### config.mk
export PLATFORM = sky130hd
export DESIGN_NAME = uart_16550_tx_fifo_flat
export DESIGN_NICKNAME = d
export VERILOG_FILES = /design/src/rtl/uart_16550_tx_fifo_if.sv /design/src/rtl/uart_16550_tx_fifo.sv /design/src/flat_wrapper.sv
export SDC_FILE = /design/constraint.sdc
export NUM_CORES = 1
export LEC_CHECK = 0
export ABC_AREA = 1
export CORE_MARGIN = 4
export CORE_UTILIZATION = 55
export DETAILED_ROUTE_END_ITERATION = 6
export PLACE_DENSITY_LB_ADDON = 0.2
export SLEW_MARGIN = 10
export SYNTH_ARGS = -nofsm -noshare
export SYNTH_HDL_FRONTEND = slang
export SYNTH_SLANG_ARGS = --single-unit
### constraint.sdc
create_clock -name WBs_CLK_i -period 4.58 [get_ports WBs_CLK_i]
set_input_delay 0.687 -clock WBs_CLK_i [delete_from_list [all_inputs] [get_ports WBs_CLK_i]]
set_output_delay 0.687 -clock WBs_CLK_i [all_outputs]
set_load 0.05 [all_outputs]
### src/rtl/uart_16550_tx_fifo_if.sv
// Transmit-FIFO port bundle between the 16550 register block (master)
// and the Tx FIFO (slave).
interface uart_16550_tx_fifo_if #(
    parameter int DEPTH_LOG2 = 4
);
    logic                  Tx_FIFO_Enable_i;
    logic                  Tx_FIFO_Flush_i;
    logic                  Tx_FIFO_Push_i;
    logic [7:0]            Tx_FIFO_DAT_i;
    logic                  Tx_FIFO_Pop_i;
    logic [7:0]            Tx_FIFO_DAT_o;
    logic [DEPTH_LOG2:0]   Tx_FIFO_Level_o;
    logic                  Tx_FIFO_Empty_o;
    logic                  Tx_FIFO_Full_o;
    logic                  Tx_FIFO_Overflow_o;

    modport master (
        output Tx_FIFO_Enable_i, Tx_FIFO_Flush_i, Tx_FIFO_Push_i, Tx_FIFO_DAT_i, Tx_FIFO_Pop_i,
        input  Tx_FIFO_DAT_o, Tx_FIFO_Level_o, Tx_FIFO_Empty_o, Tx_FIFO_Full_o, Tx_FIFO_Overflow_o
    );
    modport slave (
        input  Tx_FIFO_Enable_i, Tx_FIFO_Flush_i, Tx_FIFO_Push_i, Tx_FIFO_DAT_i, Tx_FIFO_Pop_i,
        output Tx_FIFO_DAT_o, Tx_FIFO_Level_o, Tx_FIFO_Empty_o, Tx_FIFO_Full_o, Tx_FIFO_Overflow_o
    );
endinterface

### src/rtl/uart_16550_tx_fifo.sv
// 16550 transmit FIFO: first-word fall-through, FIFO or single holding-register
// capacity, registered level/empty/full flags and one-cycle overflow pulse.
module uart_16550_tx_fifo #(
    parameter int DEPTH_LOG2 = 4
) (
    input  logic                 WBs_CLK_i,
    input  logic                 WBs_RST_i,
    uart_16550_tx_fifo_if.slave  fifo_if
);
    localparam int DEPTH = 1 << DEPTH_LOG2;
    localparam logic [DEPTH_LOG2:0] CAP_FIFO = {1'b1, {DEPTH_LOG2{1'b0}}};
    localparam logic [DEPTH_LOG2:0] CAP_HOLD = {{DEPTH_LOG2{1'b0}}, 1'b1};

    logic [7:0]            r_mem [DEPTH];
    logic [DEPTH_LOG2-1:0] r_wr_ptr, r_rd_ptr;
    logic [DEPTH_LOG2:0]   r_level;
    logic                  r_empty, r_full, r_ovf, r_enable_q;

    logic                  w_flush, w_push_ok, w_pop_ok, w_ovf;
    logic [DEPTH_LOG2:0]   w_cap, w_level_nxt;
    logic [DEPTH_LOG2-1:0] w_wr_ptr_nxt, w_rd_ptr_nxt;

    // A mode change re-sizes the queue, so it is treated exactly like a flush.
    assign w_flush   = fifo_if.Tx_FIFO_Flush_i | (fifo_if.Tx_FIFO_Enable_i != r_enable_q);
    assign w_pop_ok  = fifo_if.Tx_FIFO_Pop_i & ~r_empty;
    assign w_push_ok = fifo_if.Tx_FIFO_Push_i & (~r_full | w_pop_ok);
    assign w_ovf     = fifo_if.Tx_FIFO_Push_i & r_full & ~w_pop_ok;
    assign w_cap     = fifo_if.Tx_FIFO_Enable_i ? CAP_FIFO : CAP_HOLD;

    always_comb begin
        w_level_nxt  = r_level;
        w_wr_ptr_nxt = r_wr_ptr;
        w_rd_ptr_nxt = r_rd_ptr;
        if (w_flush) begin
            w_level_nxt  = '0;
            w_wr_ptr_nxt = '0;
            w_rd_ptr_nxt = '0;
        end else begin
            if (w_push_ok) w_wr_ptr_nxt = r_wr_ptr + 1'b1;
            if (w_pop_ok)  w_rd_ptr_nxt = r_rd_ptr + 1'b1;
            if (w_push_ok && !w_pop_ok)      w_level_nxt = r_level + 1'b1;
            else if (w_pop_ok && !w_push_ok) w_level_nxt = r_level - 1'b1;
        end
    end

    always_ff @(posedge WBs_CLK_i or posedge WBs_RST_i) begin
        if (WBs_RST_i) begin
            r_wr_ptr   <= '0;
            r_rd_ptr   <= '0;
            r_level    <= '0;
            r_empty    <= 1'b1;
            r_full     <= 1'b0;
            r_ovf      <= 1'b0;
            r_enable_q <= 1'b0;
        end else begin
            r_wr_ptr   <= w_wr_ptr_nxt;
            r_rd_ptr   <= w_rd_ptr_nxt;
            r_level    <= w_level_nxt;
            r_empty    <= (w_level_nxt == '0);
            r_full     <= (w_level_nxt == w_cap);
            r_ovf      <= w_ovf & ~w_flush;
            r_enable_q <= fifo_if.Tx_FIFO_Enable_i;
        end
    end

    // Storage is never cleared; stale bytes are hidden by the empty gate on DAT_o.
    always_ff @(posedge WBs_CLK_i) begin
        if (w_push_ok && !w_flush) r_mem[r_wr_ptr] <= fifo_if.Tx_FIFO_DAT_i;
    end

    assign fifo_if.Tx_FIFO_DAT_o      = r_empty ? 8'h00 : r_mem[r_rd_ptr];
    assign fifo_if.Tx_FIFO_Level_o    = r_level;
    assign fifo_if.Tx_FIFO_Empty_o    = r_empty;
    assign fifo_if.Tx_FIFO_Full_o     = r_full;
    assign fifo_if.Tx_FIFO_Overflow_o = r_ovf;
endmodule

### src/flat_wrapper.sv
// flat-port wrapper written by rule: the top's interface ports become plain ports
module uart_16550_tx_fifo_flat 
#(
    parameter int DEPTH_LOG2 = 4
)
  (WBs_CLK_i, WBs_RST_i, fifo_if_Tx_FIFO_Enable_i, fifo_if_Tx_FIFO_Flush_i, fifo_if_Tx_FIFO_Push_i, fifo_if_Tx_FIFO_DAT_i, fifo_if_Tx_FIFO_Pop_i, fifo_if_Tx_FIFO_DAT_o, fifo_if_Tx_FIFO_Level_o, fifo_if_Tx_FIFO_Empty_o, fifo_if_Tx_FIFO_Full_o, fifo_if_Tx_FIFO_Overflow_o);
  uart_16550_tx_fifo_if #(.DEPTH_LOG2(DEPTH_LOG2)) fifo_if_i ();
  input  logic WBs_CLK_i;
  input  logic WBs_RST_i;
  input wire logic [$bits(fifo_if_i.Tx_FIFO_Enable_i)-1:0] fifo_if_Tx_FIFO_Enable_i;
  input wire logic [$bits(fifo_if_i.Tx_FIFO_Flush_i)-1:0] fifo_if_Tx_FIFO_Flush_i;
  input wire logic [$bits(fifo_if_i.Tx_FIFO_Push_i)-1:0] fifo_if_Tx_FIFO_Push_i;
  input wire logic [$bits(fifo_if_i.Tx_FIFO_DAT_i)-1:0] fifo_if_Tx_FIFO_DAT_i;
  input wire logic [$bits(fifo_if_i.Tx_FIFO_Pop_i)-1:0] fifo_if_Tx_FIFO_Pop_i;
  output wire logic [$bits(fifo_if_i.Tx_FIFO_DAT_o)-1:0] fifo_if_Tx_FIFO_DAT_o;
  output wire logic [$bits(fifo_if_i.Tx_FIFO_Level_o)-1:0] fifo_if_Tx_FIFO_Level_o;
  output wire logic [$bits(fifo_if_i.Tx_FIFO_Empty_o)-1:0] fifo_if_Tx_FIFO_Empty_o;
  output wire logic [$bits(fifo_if_i.Tx_FIFO_Full_o)-1:0] fifo_if_Tx_FIFO_Full_o;
  output wire logic [$bits(fifo_if_i.Tx_FIFO_Overflow_o)-1:0] fifo_if_Tx_FIFO_Overflow_o;
  assign fifo_if_i.Tx_FIFO_Enable_i = fifo_if_Tx_FIFO_Enable_i;
  assign fifo_if_i.Tx_FIFO_Flush_i = fifo_if_Tx_FIFO_Flush_i;
  assign fifo_if_i.Tx_FIFO_Push_i = fifo_if_Tx_FIFO_Push_i;
  assign fifo_if_i.Tx_FIFO_DAT_i = fifo_if_Tx_FIFO_DAT_i;
  assign fifo_if_i.Tx_FIFO_Pop_i = fifo_if_Tx_FIFO_Pop_i;
  assign fifo_if_Tx_FIFO_DAT_o = fifo_if_i.Tx_FIFO_DAT_o;
  assign fifo_if_Tx_FIFO_Level_o = fifo_if_i.Tx_FIFO_Level_o;
  assign fifo_if_Tx_FIFO_Empty_o = fifo_if_i.Tx_FIFO_Empty_o;
  assign fifo_if_Tx_FIFO_Full_o = fifo_if_i.Tx_FIFO_Full_o;
  assign fifo_if_Tx_FIFO_Overflow_o = fifo_if_i.Tx_FIFO_Overflow_o;
  uart_16550_tx_fifo #(.DEPTH_LOG2(DEPTH_LOG2)) u_core (.WBs_CLK_i(WBs_CLK_i), .WBs_RST_i(WBs_RST_i), .fifo_if(fifo_if_i));
endmodule
==> impl_metrics.yaml <==
synthesis:
  synth_area_leaders: "edfxtp_1 62%, dfrtp_1 6.5%, nor2_1 6.2%"
  ys_seq_elements: 145
  synth_xor_area_frac: 0
  ys_types: 33
  synth_area_leader_cell: "edfxtp_1"
  syn_inst: 516
  avgSynthCellArea_um2: 12.0
  synth-compound-area-share: 0.120
  synth-adder-area-share: 0.0141
  syn_nets: 537
  synth.top_cell.area_share: 0.621
  yosysSeqAreaShare: 0.690
  synth.area.mux_share: 0
  syn_area_um2: 6190
  yosysWarningCount: 0
  synth_top_family_by_area: "simple AND/OR/NAND/NOR gates"
  synthSimpleGateAreaFrac: 0.126
routing:
  drt-initial-drc-count: 387
  drc: 0
  drtPass1Iterations: 6
  num_vias: 4171
  avgRoutedWirePerCell_um: 19.7
  vias_per_cell: 5.94
  wl_um: 13900
  drtAntennaViolNets: 0
clock_tree:
  cts_resized: 0
  h-tree-depth: 4
  path_clk_slew_ns: 0.06
  cts_buffers: 17
  cts_buffer_depth: 2
  worstSkewPairLatency_ns: 0.42
  cts_hold_buf: 0
  cts_root_buf: "clkbuf_16"
  clock-sinks: 145
  cts_setup_buffers: 0
  cts_tree: "built"
worst_setup_path:
  end_kind: "primary output"
  path_max_fanout: 66
  critical_path_class: "reg2out"
  cp_slowest_cell: "clkdlybuf4s50_1"
  crit_arrival_ns: 3.32
  worstPathRequired_ns: 3.89
  path_cells: "inv_4 > o21ai_0 > o221ai_1 > nand3_1 > a21oi_1 > clkdlybuf4s50_1"
  startpoint_type: "register"
  critPathBufInv: 2
  cp_slowest_stage_delay_ns: 0.86
  crit_family: "buffers and inverters"
finish:
  layout_commonest_cell: "edfxtp_1"
  fillers: 802
  num_antenna_cells: 0
  seqCellArea_um2: 4270
  final_cell_mix: "128 x edfxtp_1, 103 x nor2_1, 72 x o21ai_0"
  syn_to_final_growth_pct: 18.1
  layout-drive-gt1-share: 0.110
  multiInputGateArea_um2: 1630
  utilization: 0.669
  fin_nets: 570
floorplan:
  start_util: 0.566
  core_um2: 10900
  ioPinCount: 30
  die_x_um: 114
  rows: 38
  dieArea_um2: 13000
  dieHeight_um: 114
place:
  gp_congestion: 0.833
  io_buffers: 29
  dp_hpwl_um: 8570
timing:
  rsz0062_at_grt: "no"
  final.period_utilization: 0.876
  worst_slew_pin_slew_ns: 0.965
  hold_viol: 0
  fmax_mhz: 249
  setup_viol_count_final: 0
  fin_crit_ns: 4.01
  drv_slew: 0
  maxSlewHeadroom: 0.355
  fin_skew_ns: 0.00770
  setup_tns_ns: 0
power:
  p_leak_uw: 0.00255
  power_density_nw_per_um2: 469
  ir_drop_mv: 0.215
global_route:
  antenna_found_initial: 0
  grt_first_pass_wirelength_um: 22300
  grt_util_all_layers: 0.228
  grt_max_degree: 67
  overflow: 0
  grt_pass1_vias: 4278
flow_run:
  max_cap_viol_count: 0
min_path:
  hp-class: "reg2reg"
status:
  status: "completed"
[final timing paths]
check,depth (start not counted),slack (ns),to,from
min,2,0.63,u_core.fifo_if.Tx_FIFO_Overflow_o$_DFF_PP0_,u_core.fifo_if.Tx_FIFO_Full_o$_DFF_PP0_
max reg2reg,7,1.86,u_core.r_mem[8][5]$_DFFE_PP_,u_core.r_enable_q$_DFF_PP0_
min reg2reg,2,0.63,u_core.fifo_if.Tx_FIFO_Overflow_o$_DFF_PP0_,u_core.fifo_if.Tx_FIFO_Full_o$_DFF_PP0_
max in group asynchronous,2,3.38,u_core.r_rd_ptr[0]$_DFFE_PP0P_,WBs_RST_i
min in group asynchronous,2,0.69,u_core.r_wr_ptr[0]$_DFFE_PP0P_,WBs_RST_i
max,6,0.57,fifo_if_Tx_FIFO_DAT_o[5],u_core.r_rd_ptr[0]$_DFFE_PP0P_
[power breakdown]
part	leakage, µW	total, µW	internal [µW]	switching, µW
clock	0.000352	1710	1180	526
combinational	0.000820	245	73.7	171
sequential	0.00138	1480	1450	24.5
[flip-flops by register name, summed over array words and instances (netlist names)]
register and flops:
u_core.r_mem 128, u_core.r_rd_ptr 4, u_core.fifo_if.Tx_FIFO_Level_o 5, u_core.fifo_if.Tx_FIFO_Empty_o 1, u_core.r_enable_q 1, u_core.fifo_if.Tx_FIFO_Full_o 1, u_core.fifo_if.Tx_FIFO_Overflow_o 1, u_core.r_wr_ptr 4
[cells in the mapped netlist]
cell,instances
a21oi_1,11
buf_2,7
buf_4,5
buf_6,6
buf_8,1
clkbuf_1,8
clkinv_1,2
dfrtp_1,16
dfstp_2,1
edfxtp_1,128
ha_1,7
inv_1,26
inv_2,3
inv_4,1
nand2_1,26
nand2_2,1
nand2_4,1
nand3_1,21
nand3_4,1
nand4_1,5
nor2_1,103
nor2_2,1
nor2_4,2
nor3_1,13
nor3_2,1
nor3_4,1
o211ai_1,26
o211ai_2,2
o21ai_0,72
o21ai_1,11
o21ai_2,1
o221ai_1,5
or2_1,1
[final cells by class]
| cell class | instances | area share |
|---|---|---|
| Multi-Input combinational cell | 312 | 0.223 |
| Clock buffer | 17 | 0.0582 |
| Inverter | 32 | 0.0168 |
| Sequential cell | 145 | 0.584 |
| Tap cell | 140 | 0.0239 |
| Clock inverter | 15 | 0.0426 |
| Timing Repair Buffer | 41 | 0.0520 |
[layer usage]
layer | wire length [µm] | up-vias | track usage | part of all wire
met5 | 0 | - | 0 | 0
li1 | - | 1931 | - | -
met2 | 7060 | 163 | 0.383 | 0.51
met4 | 304 | 0 | 0.0871 | 0.022
met3 | 918 | 28 | 0.0592 | 0.066
met1 | 5570 | 2049 | 0.286 | 0.40
[worst min-delay path, stage by stage (launching register included)]
cell	delay, ns
dfrtp_1	0.41
nand2_1	0.12
nor3_1	0.06
[through the flow]
stage                     cells  setup WS, ns  power (µW)  instance area [µm²]  hold slack, ns
after floorplan             516          1.98        1670                 6190           0.590
after global placement      670          1.05        1740                 6580           0.596
after detailed placement    670         0.963        1750                 6580           0.611
after CTS                   702         0.568        3440                 7310           0.620
after global routing        702         0.376        3530                 7310           0.673
final                       702         0.568        3430                 7310           0.627
[cells by family after synthesis]
group | after synthesis
AND/OR/NAND/NOR | 177
buffers and inverters | 59
AO/OA/AOI/OAI | 128
flip-flops | 145
adder cells (fa/ha/maj) | 7
(Power assumes the default switching activity.)
